--- src/rtl/freq_meter.sv ---
// Gated edge counter: counts synchronized rising edges of sig_in over
// GATE_CYCLES sys_clk cycles and publishes each window with a valid strobe.
module freq_meter #(
    parameter int unsigned GATE_CYCLES = 50000000,
    parameter int unsigned CNT_W       = 32,
    parameter int unsigned SYNC_STAGES = 2
) (
    input  logic             sys_clk,
    input  logic             sys_rst_n,
    input  logic             sig_in,
    input  logic             enable,
    output logic [CNT_W-1:0] freq_out,
    output logic             freq_valid,
    output logic             overflow,
    output logic             no_signal,
    output logic             busy
);

    localparam int unsigned GW = $clog2(GATE_CYCLES);
    localparam logic [GW-1:0] GATE_LAST = GW'(GATE_CYCLES - 1);
    localparam logic [GW-1:0] GATE_ONE = GW'(1);
    localparam logic [CNT_W-1:0] CNT_MAX = '1;
    localparam logic [CNT_W-1:0] CNT_ONE = CNT_W'(1);

    typedef enum logic [1:0] {
        IDLE,
        GATE,
        LATCH
    } state_e;

    state_e                 state_q;
    logic [SYNC_STAGES-1:0] sync_q;
    logic                   prev_q;
    logic [GW-1:0]          gate_cnt_q;
    logic [CNT_W-1:0]       edge_cnt_q;
    logic [CNT_W-1:0]       edge_cnt_d;
    logic                   ovf_q;
    logic                   ovf_d;
    logic [CNT_W-1:0]       freq_out_q;
    logic                   freq_valid_q;
    logic                   overflow_q;
    logic                   no_signal_q;
    logic                   busy_q;
    logic                   rise;

    assign rise = sync_q[SYNC_STAGES-1] & ~prev_q;

    always_ff @(posedge sys_clk or negedge sys_rst_n) begin
        if (!sys_rst_n) begin
            sync_q <= '0;
            prev_q <= 1'b0;
        end else begin
            sync_q <= {sync_q[SYNC_STAGES-2:0], sig_in};
            prev_q <= sync_q[SYNC_STAGES-1];
        end
    end

    // Saturating count; a rise that would wrap only flags overflow.
    always_comb begin
        edge_cnt_d = edge_cnt_q;
        ovf_d      = ovf_q;
        if (rise) begin
            if (edge_cnt_q == CNT_MAX) begin
                ovf_d = 1'b1;
            end else begin
                edge_cnt_d = edge_cnt_q + CNT_ONE;
            end
        end
    end

    always_ff @(posedge sys_clk or negedge sys_rst_n) begin
        if (!sys_rst_n) begin
            state_q      <= IDLE;
            gate_cnt_q   <= '0;
            edge_cnt_q   <= '0;
            ovf_q        <= 1'b0;
            freq_out_q   <= '0;
            freq_valid_q <= 1'b0;
            overflow_q   <= 1'b0;
            no_signal_q  <= 1'b0;
            busy_q       <= 1'b0;
        end else begin
            freq_valid_q <= 1'b0;
            unique case (state_q)
                IDLE: begin
                    if (enable) begin
                        state_q    <= GATE;
                        busy_q     <= 1'b1;
                        gate_cnt_q <= '0;
                        edge_cnt_q <= '0;
                        ovf_q      <= 1'b0;
                    end
                end
                GATE: begin
                    if (!enable) begin
                        state_q <= IDLE;
                        busy_q  <= 1'b0;
                    end else begin
                        gate_cnt_q <= gate_cnt_q + GATE_ONE;
                        edge_cnt_q <= edge_cnt_d;
                        ovf_q      <= ovf_d;
                        if (gate_cnt_q == GATE_LAST) begin
                            state_q <= LATCH;
                        end
                    end
                end
                LATCH: begin
                    freq_out_q   <= edge_cnt_q;
                    overflow_q   <= ovf_q;
                    no_signal_q  <= (edge_cnt_q == '0);
                    freq_valid_q <= 1'b1;
                    gate_cnt_q   <= '0;
                    edge_cnt_q   <= '0;
                    ovf_q        <= 1'b0;
                    if (enable) begin
                        state_q <= GATE;
                    end else begin
                        state_q <= IDLE;
                        busy_q  <= 1'b0;
                    end
                end
                default: begin
                    state_q <= IDLE;
                    busy_q  <= 1'b0;
                end
            endcase
        end
    end

    assign freq_out   = freq_out_q;
    assign freq_valid = freq_valid_q;
    assign overflow   = overflow_q;
    assign no_signal  = no_signal_q;
    assign busy       = busy_q;

endmodule
--- config.mk ---
export PLATFORM = sky130hd
export DESIGN_NAME = freq_meter
export DESIGN_NICKNAME = d
export VERILOG_FILES = /design/src/rtl/freq_meter.sv
export SDC_FILE = /design/constraint.sdc
export NUM_CORES = 1
export LEC_CHECK = 0
export CAP_MARGIN = 5
export CORE_UTILIZATION = 31
export DETAILED_ROUTE_END_ITERATION = 7
export DONT_BUFFER_PORTS = 1
export PLACE_DENSITY = 0.46
export SETUP_SLACK_MARGIN = 0.02
export SKIP_LAST_GASP = 1
export SLEW_MARGIN = 20
export SYNTH_ARGS = -nofsm -noshare
export SYNTH_HDL_FRONTEND = slang
export SYNTH_SLANG_ARGS = --single-unit
--- constraint.sdc ---
create_clock -name sys_clk -period 2.16 [get_ports sys_clk]
set_clock_uncertainty 0.05 [all_clocks]
set_input_delay 0.108 -clock sys_clk [delete_from_list [all_inputs] [get_ports sys_clk]]
set_output_delay 0.108 -clock sys_clk [all_outputs]
set_load 0.005 [all_outputs]
==> impl_metrics.env <==
export IMPL_cts_tree="built"
export IMPL_rsz0062_at_grt="yes"
export IMPL_drc=0
export IMPL_start_kind="flip-flop"
export IMPL_antenna_cells=0
export IMPL_required_ns=2.38
export IMPL_status="finished with violations"
export IMPL_cts_max_path_buffers=2
export IMPL_timing_final_ws_setup_ns=0.08399
export IMPL_hold_viol_final=100
export IMPL_via_per_inst=5.187
export IMPL_grt_pass1_vias=3852
export IMPL_fmaxAchievable_ghz=0.4817
export IMPL_multi_input_area_mm2=0.002401
export IMPL_power_frac_seq_pct=43.8
export IMPL_io_pins=40
export IMPL_regArea_mm2=0.002505
export IMPL_grt_pass1_wl_um=20270
export IMPL_synthesis_instances=483
export IMPL_ys_warn_count=0
export IMPL_track_usage_pct=15.89
export IMPL_synth_cell_types=52
export IMPL_hold_path_class="in2async"
export IMPL_clockPowerShare_pct=36.0
export IMPL_switching_share_pct=28.16
export IMPL_gp_congestion=0.8014
export IMPL_cts_buffers_inserted=9
export IMPL_syn_num_nets=494
export IMPL_rows=45
export IMPL_ys_ff_latch=100
export IMPL_core_area_mm2=0.01543
export IMPL_irDropWorstVdd_mv=0.5413
export IMPL_cp_max_fo=6
export IMPL_drt_iter0_markers=216
export IMPL_antenna_left=0
export IMPL_hpwlAfterDp_um=8709
export IMPL_insertion_delay_ns=0.35
export IMPL_syn_area_per_cell_um2=10.30
export IMPL_vias=3911
export IMPL_critPathKind="reg2reg"
export IMPL_layout_cells_non_filler=754
export IMPL_setup_viol=0
export IMPL_fin_crit_ns=2.076
export IMPL_start_util_pct=32.24
export IMPL_fin_nets=549
export IMPL_syn_cell_area_mm2=0.004974
export IMPL_place_ws_ns=-0.02623
export IMPL_fill_cells=1558
export IMPL_chipHeight_um=128.7
export IMPL_area_growth_syn_to_layout_pct=21.84
export IMPL_combPwrFrac_pct=20.2
export IMPL_timing_final_max_slew_violations=0
export IMPL_io_buffer_count=0
export IMPL_p_int_mw=3.284
export IMPL_synthArstFlopShare_pct=100.0
export IMPL_most_common_layout_cells="dfrtp_1 (98), buf_4 (65), nor2_1 (35), mux2_2 (34), nand2_1 (33)"
export IMPL_maxCapViolations=0
export IMPL_overflow=0
export IMPL_wl_per_cell_um=16.28
export IMPL_arrival_ns=2.30
export IMPL_finalCritPeriodShare_pct=96.11
export IMPL_cts_sinks=100
export IMPL_h_tree_depth=3
export IMPL_synth_top_area_share_pct=50.31
export IMPL_yosysSeqAreaShare_pct=50.31
export IMPL_die_area_mm2=0.01655
export IMPL_synth_edf_count=0
export IMPL_antenna_found_initial=0
export IMPL_endpoint_kind="flip-flop"
export IMPL_cts_root_buf="clkbuf_16"
export IMPL_grt_busiest_layer="met2"
export IMPL_grt_start_max_net_pins=101
export IMPL_final_common_cell="dfrtp_1"
export IMPL_slew_headroom_pct=69.08
export IMPL_failed_checks="hold timing"
export IMPL_tightest_slew_ns=0.4596
export IMPL_yosys_area_top_type="dfrtp_1"
export IMPL_power_switching_mw=1.287
export IMPL_synthTopCellsByArea="dfrtp_1 (50%), mux2_2 (7.7%), a21oi_1 (3.0%)"
export IMPL_postCtsHoldBufs=2
export IMPL_p_leak_nw=2.594
export IMPL_wirelength_um=12280
export IMPL_holdWs_ns=-0.5885
export IMPL_grt_use_met3_pct=4.865
export IMPL_place_inst=731
export IMPL_use_met2_pct=24.10
export IMPL_synth_flop_cell="dfrtp_1"
export IMPL_power_density_mw_per_mm2=754.4
export IMPL_grtUsageMet1_pct=21.91
export IMPL_clk_pin_slew_worst_paths_ns=0.07
export IMPL_drt_pre_antenna_iters=4
export IMPL_die_w_um=128.7
export IMPL_final_layout_size_suffix_gt1_share_pct=25.78
[critical path: stages, from the launching register on]
cell and delay (ns):
dfrtp_2 0.44, ha_4 0.18, and4bb_2 0.32, a21o_4 0.13, buf_12 0.12, nand4_4 0.10
or4_1 0.51, a21oi_1 0.15
[state kept, by name, summed over array words and instances (netlist names)]
signal      flops
freq_out       32
overflow        1
freq_valid      1
state_q         2
no_signal       1
busy            1
gate_cnt_q     26
sync_q          2
edge_cnt_q     32
ovf_q           1
prev_q          1
[cell type report]
cell class	instances	area share, %
Clock buffer	12	4.233
Tap cell	211	4.357
Inverter	10	0.6195
Clock inverter	4	0.7846
Timing Repair Buffer	69	9.044
Sequential cell	100	41.34
Multi-Input combinational cell	348	39.62
[power by group through the flow]
| stage | clock network, mW | logic, mW | registers, mW |
|---|---|---|---|
| 2_1_floorplan | 0 | 0.463 | 2.02 |
| 3_3_place_gp | 0 | 0.834 | 2.03 |
| 3_5_place_dp | 0 | 0.844 | 2.03 |
| 4_1_cts | 1.72 | 0.888 | 2.00 |
| 5_1_grt | 1.79 | 1.03 | 2.01 |
| 6_report | 1.64 | 0.925 | 2.00 |
[logic make-up (layout without fill, tap and decap cells)]
logic type	Yosys count	in the layout	share of synthesized area [%]
flip-flops	100	100	50.31
AO/OA/AOI/OAI	83	83	10.47
adder cells (fa/ha/maj)	7	7	1.761
buffers and inverters	35	95	2.742
XOR/XNOR	19	19	3.346
AND/OR/NAND/NOR	202	202	23.07
multiplexers	37	37	8.302
[final timing paths]
path                            depth (start not counted)             end  slack, ns        from
worst max register to register                          7  edge_cnt_q[27]       0.08  state_q[1]
min in group sys_clk                                    3      state_q[0]       0.03      enable
worst min-delay path                                    0  gate_cnt_q[18]      -0.59   sys_rst_n
worst max-delay path                                    7  edge_cnt_q[27]       0.08  state_q[1]
worst min register to register                          0       sync_q[1]       0.30   sync_q[0]
max in group asynchronous                               0      freq_valid       2.45   sys_rst_n
[Yosys cell counts, types with 2 or more instances]
| cell type | n |
|---|---|
| and2_1 | 2 |
| and3_1 | 12 |
| nand4_1 | 15 |
| inv_1 | 10 |
| ha_1 | 7 |
| nand3b_1 | 6 |
| buf_2 | 4 |
| nand3_1 | 21 |
| o21ai_0 | 14 |
| o41ai_1 | 5 |
| a21oi_1 | 30 |
| nor2_1 | 36 |
| a21bo_2 | 2 |
| or3_1 | 8 |
| a21o_1 | 2 |
| xnor2_1 | 15 |
| o31ai_1 | 11 |
| or4_1 | 11 |
| nor3b_1 | 2 |
| clkbuf_1 | 21 |
| nor4_1 | 19 |
| xor2_1 | 4 |
| nand4b_1 | 4 |
| a22o_1 | 2 |
| and4_1 | 3 |
| nor3_1 | 14 |
| mux2i_1 | 3 |
| a31oi_1 | 5 |
| dfrtp_1 | 100 |
| o22ai_1 | 3 |
| nand2_1 | 34 |
| mux2_2 | 34 |
| nand2b_1 | 5 |
[routing by layer]
metal  up-vias  part of all wire (%)
li1       1902                     -
met1      1938                    49
met2        64                    45
met4         0                   1.0
met5         -                     0
met3         7                   4.8
[what timing repair did]
action / CTS / global route
setup endpoints to repair: 9 / 34
pin swaps: 1 / 6
setup buffers: 3 / 2
gates resized for setup: 2 / 13
endpoints found under the hold margin: 103 / 100
[per-stage QoR]
| step | utilization, % | total power [mW] | area, um2 | setup TNS, ns |
|---|---|---|---|---|
| after floorplan | - | 2.481 | 4986 | 0 |
| after global placement | 36.59 | 2.861 | 5645 | 0 |
| after detailed placement | 36.59 | 2.876 | 5645 | -0.04653 |
| after CTS | 38.87 | 4.604 | 5997 | 0 |
| after global routing | 39.28 | 4.835 | 6060 | 0 |
| final | 39.28 | 4.571 | 6060 | 0 |
No activity file was read; power rests on OpenSTA's default activity.
